==> config.mk <==
export PLATFORM = sky130hd
export DESIGN_NAME = mem_arbiter
export DESIGN_NICKNAME = d
export VERILOG_FILES = /design/src/rtl/mem_arbiter.sv
export SDC_FILE = /design/constraint.sdc
export NUM_CORES = 1
export LEC_CHECK = 0
export CAP_MARGIN = 10
export CORE_MARGIN = 5
export CORE_UTILIZATION = 40
export DETAILED_ROUTE_END_ITERATION = 7
export GPL_TIMING_DRIVEN = 0
export PLACE_DENSITY = 0.88
export SLEW_MARGIN = 20
export SYNTH_ARGS = -nofsm -noshare
export SYNTH_HDL_FRONTEND = slang
export SYNTH_SLANG_ARGS = --single-unit
==> constraint.sdc <==
create_clock -name clock -period 2 [get_ports clock]
set_input_delay 0.4 -clock clock [delete_from_list [all_inputs] [get_ports clock]]
set_output_delay 0.4 -clock clock [all_outputs]
set_load 0.03 [all_outputs]
==> src/rtl/mem_arbiter.sv <==
// Two-port (fetch / load-store) arbiter and sequencer for the single-port main memory.
// One access in flight; round-robin on conflicts; out-of-range requests complete with err and no strobes.
module mem_arbiter #(
    parameter int          MEM_WORDS    = 41,
    parameter int          ADDR_W       = 10,
    parameter logic [15:0] CONFLICT_SAT = 16'hFFFF
) (
    input  logic              clock,
    input  logic              reset_n,

    input  logic              i_req,
    input  logic [ADDR_W-1:0] i_addr,
    output logic              i_ack,
    output logic [31:0]       i_rdata,
    output logic              i_err,

    input  logic              d_req,
    input  logic              d_we,
    input  logic [ADDR_W-1:0] d_addr,
    input  logic [31:0]       d_wdata,
    output logic              d_ack,
    output logic [31:0]       d_rdata,
    output logic              d_err,

    output logic [ADDR_W-1:0] mem_address,
    output logic [31:0]       mem_data_in,
    output logic              MemWrite,
    output logic              MemRead,
    input  logic [31:0]       mem_data_out,

    output logic              busy,
    output logic [15:0]       conflict_count
);

    // state | meaning
    // IDLE  | sample requests, arbitrate, latch the winner
    // ISSUE | drive one memory strobe for the latched access
    // WAIT  | capture read data into the granted port's rdata
    // DONE  | one-cycle ack (and err) to the granted port
    typedef enum logic [1:0] {IDLE, ISSUE, WAIT, DONE} state_t;

    localparam logic [ADDR_W-1:0] ADDR_LIMIT = ADDR_W'(MEM_WORDS);

    state_t            state_q, state_d;
    logic              port_d_q;       // 1 = D port owns the current access
    logic              last_grant_d_q; // 1 = D was granted most recently
    logic              we_q;
    logic              err_q;
    logic [ADDR_W-1:0] mem_address_q;
    logic [31:0]       mem_data_in_q;
    logic [31:0]       i_rdata_q;
    logic [31:0]       d_rdata_q;
    logic [15:0]       conflict_q;

    logic              both_req;
    logic              any_req;
    logic              grant_d;
    logic [ADDR_W-1:0] sel_addr;
    logic              sel_we;
    logic              sel_err;

    always_comb begin
        both_req = i_req & d_req;
        any_req  = i_req | d_req;
        grant_d  = both_req ? ~last_grant_d_q : d_req;
        sel_addr = grant_d ? d_addr : i_addr;
        sel_we   = grant_d & d_we;
        sel_err  = (sel_addr >= ADDR_LIMIT);
    end

    always_ff @(posedge clock) begin
        if (!reset_n) begin
            state_q <= IDLE;
        end else begin
            state_q <= state_d;
        end
    end

    always_comb begin
        state_d = state_q;
        case (state_q)
            IDLE:    if (any_req) state_d = sel_err ? DONE : ISSUE;
            ISSUE:   state_d = we_q ? DONE : WAIT;
            WAIT:    state_d = DONE;
            DONE:    state_d = IDLE;
            default: state_d = IDLE;
        endcase
    end

    always_ff @(posedge clock) begin
        if (!reset_n) begin
            port_d_q       <= 1'b0;
            last_grant_d_q <= 1'b0;
            we_q           <= 1'b0;
            err_q          <= 1'b0;
            mem_address_q  <= '0;
            mem_data_in_q  <= '0;
            i_rdata_q      <= '0;
            d_rdata_q      <= '0;
            conflict_q     <= '0;
        end else begin
            if (state_q == IDLE) begin
                if (both_req && conflict_q != CONFLICT_SAT) begin
                    conflict_q <= conflict_q + 16'd1;
                end
                if (any_req) begin
                    port_d_q       <= grant_d;
                    last_grant_d_q <= grant_d;
                    we_q           <= sel_we;
                    err_q          <= sel_err;
                    // memory-side registers only move for real accesses so they hold otherwise
                    if (sel_err) begin
                        if (grant_d) d_rdata_q <= '0;
                        else         i_rdata_q <= '0;
                    end else begin
                        mem_address_q <= sel_addr;
                        if (sel_we) mem_data_in_q <= d_wdata;
                    end
                end
            end
            if (state_q == WAIT) begin
                if (port_d_q) d_rdata_q <= mem_data_out;
                else          i_rdata_q <= mem_data_out;
            end
        end
    end

    always_comb begin
        MemWrite       = 1'b0;
        MemRead        = 1'b0;
        i_ack          = 1'b0;
        d_ack          = 1'b0;
        i_err          = 1'b0;
        d_err          = 1'b0;
        busy           = (state_q != IDLE);
        mem_address    = mem_address_q;
        mem_data_in    = mem_data_in_q;
        i_rdata        = i_rdata_q;
        d_rdata        = d_rdata_q;
        conflict_count = conflict_q;
        if (state_q == ISSUE) begin
            MemWrite = we_q;
            MemRead  = ~we_q;
        end
        if (state_q == DONE) begin
            i_ack = ~port_d_q;
            d_ack = port_d_q;
            i_err = ~port_d_q & err_q;
            d_err = port_d_q & err_q;
        end
    end

endmodule

==> flow_metrics.tcl <==
set metrics [dict create \
    r2r-start "state_q[0]$_SDFFE_PN0P_" \
    dieArea_um2 14720 \
    detail-route-antenna-nets 0 \
    crit_start "conflict_count[6]$_SDFFE_PN0P_" \
    crit_family "buffers and inverters" \
    grt_pass1_wl_um 25200 \
    critPathArrivalTime_ns 1.54 \
    setup_viol 0 \
    path_max_fanout 7 \
    firstDrtPassIters 5 \
    min_path_cells 1 \
    hpwlAfterDp_um 12200 \
    vdd_drop_max_mv 0.5635 \
    syn_avg_cell_area_um2 10.05 \
    htreeDepth 4 \
    slew_headroom_pct 66.67 \
    synth_async_sr_flop_share_pct 0 \
    drc 0 \
    ys_seq_elements 127 \
    grt_pass1_vias 5009 \
    wl_per_cell_um 17.60 \
    die_x_um 121.3 \
    wl_um 16090 \
    portBuffers 217 \
    syn2layout_area_growth_pct 61.27 \
    cts_tree "yes" \
    insertion_delay_ns 0.41 \
    maxCapViolations 0 \
    synth_top_flop_cell "dfxtp_1" \
    drt_iter0_drc 394 \
    pwr_density_cell_nw_per_um2 1001 \
    clock-root-buffer "clkbuf_16" \
    preCtsSetupSlack_ns -0.5407 \
    antenna_cells 0 \
    grt_max_degree 17 \
    io_pins 218 \
    status "complete, no violations" \
    cts_max_path_buffers 2 \
    fin_crit_ns 1.937 \
    reg2reg_depth 7 \
    synthCells 493 \
    finalHoldViolations 0 \
    synth_nets 587 \
    cp_cell_sequence "clkdlybuf4s50_1" \
    netlist.area_leader.share_pct 51.30 \
    synthTopCellsByArea "dfxtp_1 51%, a22o_1 11%, a21oi_1 4.5%" \
    finalCritPeriodShare_pct 96.87 \
    ys_seq_area_share_pct 51.30 \
    timing.fmax_mhz 516.1 \
    synth_edf_count 0 \
    core-area_um2 12060 \
    synth_cell_type_count 51 \
    max_stage_delay_ns 0.71 \
    initial_core_util_pct 41.09 \
    finalNetCount 827 \
    crit_type "reg -> out" \
    cp-end-kind "output port" \
    num_rows 40 \
    vias 4959 \
    drive_gt1_share_pct 11.66 \
    cts_hold_buf 0 \
    yosysWarnings 0 \
    synth_area_um2 4956 \
    cp.buffers_inverters 1 \
    startpoint_type "register" \
    utilization_pct 66.27 \
    reg2reg_slack_ns 0.11 \
    antenna_found_initial 0 \
    hold_class "reg -> reg" \
    min_from "d_rdata[30]$_SDFF_PN0_" \
    clk_pin_slew_worst_paths_ns 0.05 \
    drv_slew 0 \
    cts_sinks 127 \
    track_usage_pct 21.47 \
    layout_setup_ws_ns 0.06256 \
    p_leak_nw 3.025 \
    tightest_slew_ns 0.4958 \
    die_y_um 121.3 \
    path_depth 1 \
    via_per_inst 5.426 \
    worstPathRequired_ns 1.60 \
    cts_buffers 17 \
    slowest_stage "clkdlybuf4s50_1" \
    synth_area_leader_cell "dfxtp_1" \
    grt_remaining_overflow 0 \
    gp_congestion 0.8625 \
    fin_skew_ns 0.006003 \
]
-- per-stage QoR --
stage	hold WS (ns)	TNS (ns)	total power, mW	std cells	area [um2]
6_report	0.4730	0	8.000	914	7993
5_1_grt	0.4911	-0.01208	8.331	914	7993
4_1_cts	0.4749	0	8.017	910	7933
3_5_place_dp	0.4560	-40.23	4.966	878	7338
3_3_place_gp	0.4583	-35.29	4.908	878	7338
2_1_floorplan	0.4451	0	4.085	493	4956
-- per-layer routing --
layer  vias to the layer above  wire [um]  global-route usage, %
met1                      2335       6316                  24.30
met5                         -          0                      0
li1                       2349          -                      -
met4                         0        656                  11.76
met3                        56       1019                  6.294
met2                       219       8093                  36.17
-- cell type report --
class / count / area (um2)
plain buffers: 39 / 217.7
repair buffers: 221 / 2200
clock buffers: 20 / 456.7
multi-input cells: 316 / 2183
clock inverters: 12 / 135.1
well taps: 168 / 210.2
inverters: 11 / 45.04
fillers: 895 / 4069
flip-flops and latches: 127 / 2545
-- layout by cell type (no fill, tap or decap), types with 13 or more instances in the layout --
master	count
clkbuf_2	13
clkbuf_1	15
a21oi_1	45
o21ai_0	37
dfxtp_1	125
a22o_1	63
nand2_1	22
clkbuf_16	17
nand3_1	40
clkdlybuf4s50_1	203
-- state kept, by name, summed over array words and instances, names as in the netlist --
signal,count
d_rdata,32
i_rdata,32
mem_data_in,32
conflict_count,16
mem_address,10
state_q,2
err_q,1
last_grant_d_q,1
we_q,1
-- Yosys cell counts, types with 3 or more instances --
master	count
clkbuf_1	22
ha_1	5
nor2b_1	8
inv_1	10
o31ai_1	4
nor2_1	6
nor4_1	3
or4_1	5
dfxtp_1	127
a21oi_1	45
nand3_1	40
a221oi_1	6
a211oi_1	7
and2_1	3
nor3_1	5
a22o_1	63
mux2i_1	6
buf_6	6
nand2_1	22
o21ai_0	38
nand2b_1	6
buf_2	10
and3_1	8
-- cell families (layout without fill, tap and decap cells) --
family          Yosys count  count (layout)  share of synthesized area, %
simple gates            126             126                         15.17
compound gates          178             178                         25.85
mux                       7               7                         1.439
fa+ha+maj                 5               5                         1.262
buf+inv                  50             303                         4.973
flops                   127             127                         51.30
-- where the power goes --
part           total (mW)  internal, mW  switching, mW
logic                2.07         0.877           1.19
registers            2.89          2.75          0.139
clock network        3.04          1.91           1.14
-- path summary, 6_finish.rpt --
check / end
max: conflict_count[6]
min: d_rdata[30]$_SDFF_PN0_
max reg2reg: i_rdata[31]$_SDFF_PN0_
min reg2reg: d_rdata[30]$_SDFF_PN0_
-- repair_timing --
item | 4_1_cts | 5_1_grt
pin swaps | 1 | 2
gates resized for setup | 22 | 31
endpoints found under the setup margin | 37 | 109
cloned | 0 | 0
setup buffers | 0 | 4
Power figures use the tool's default switching activity.
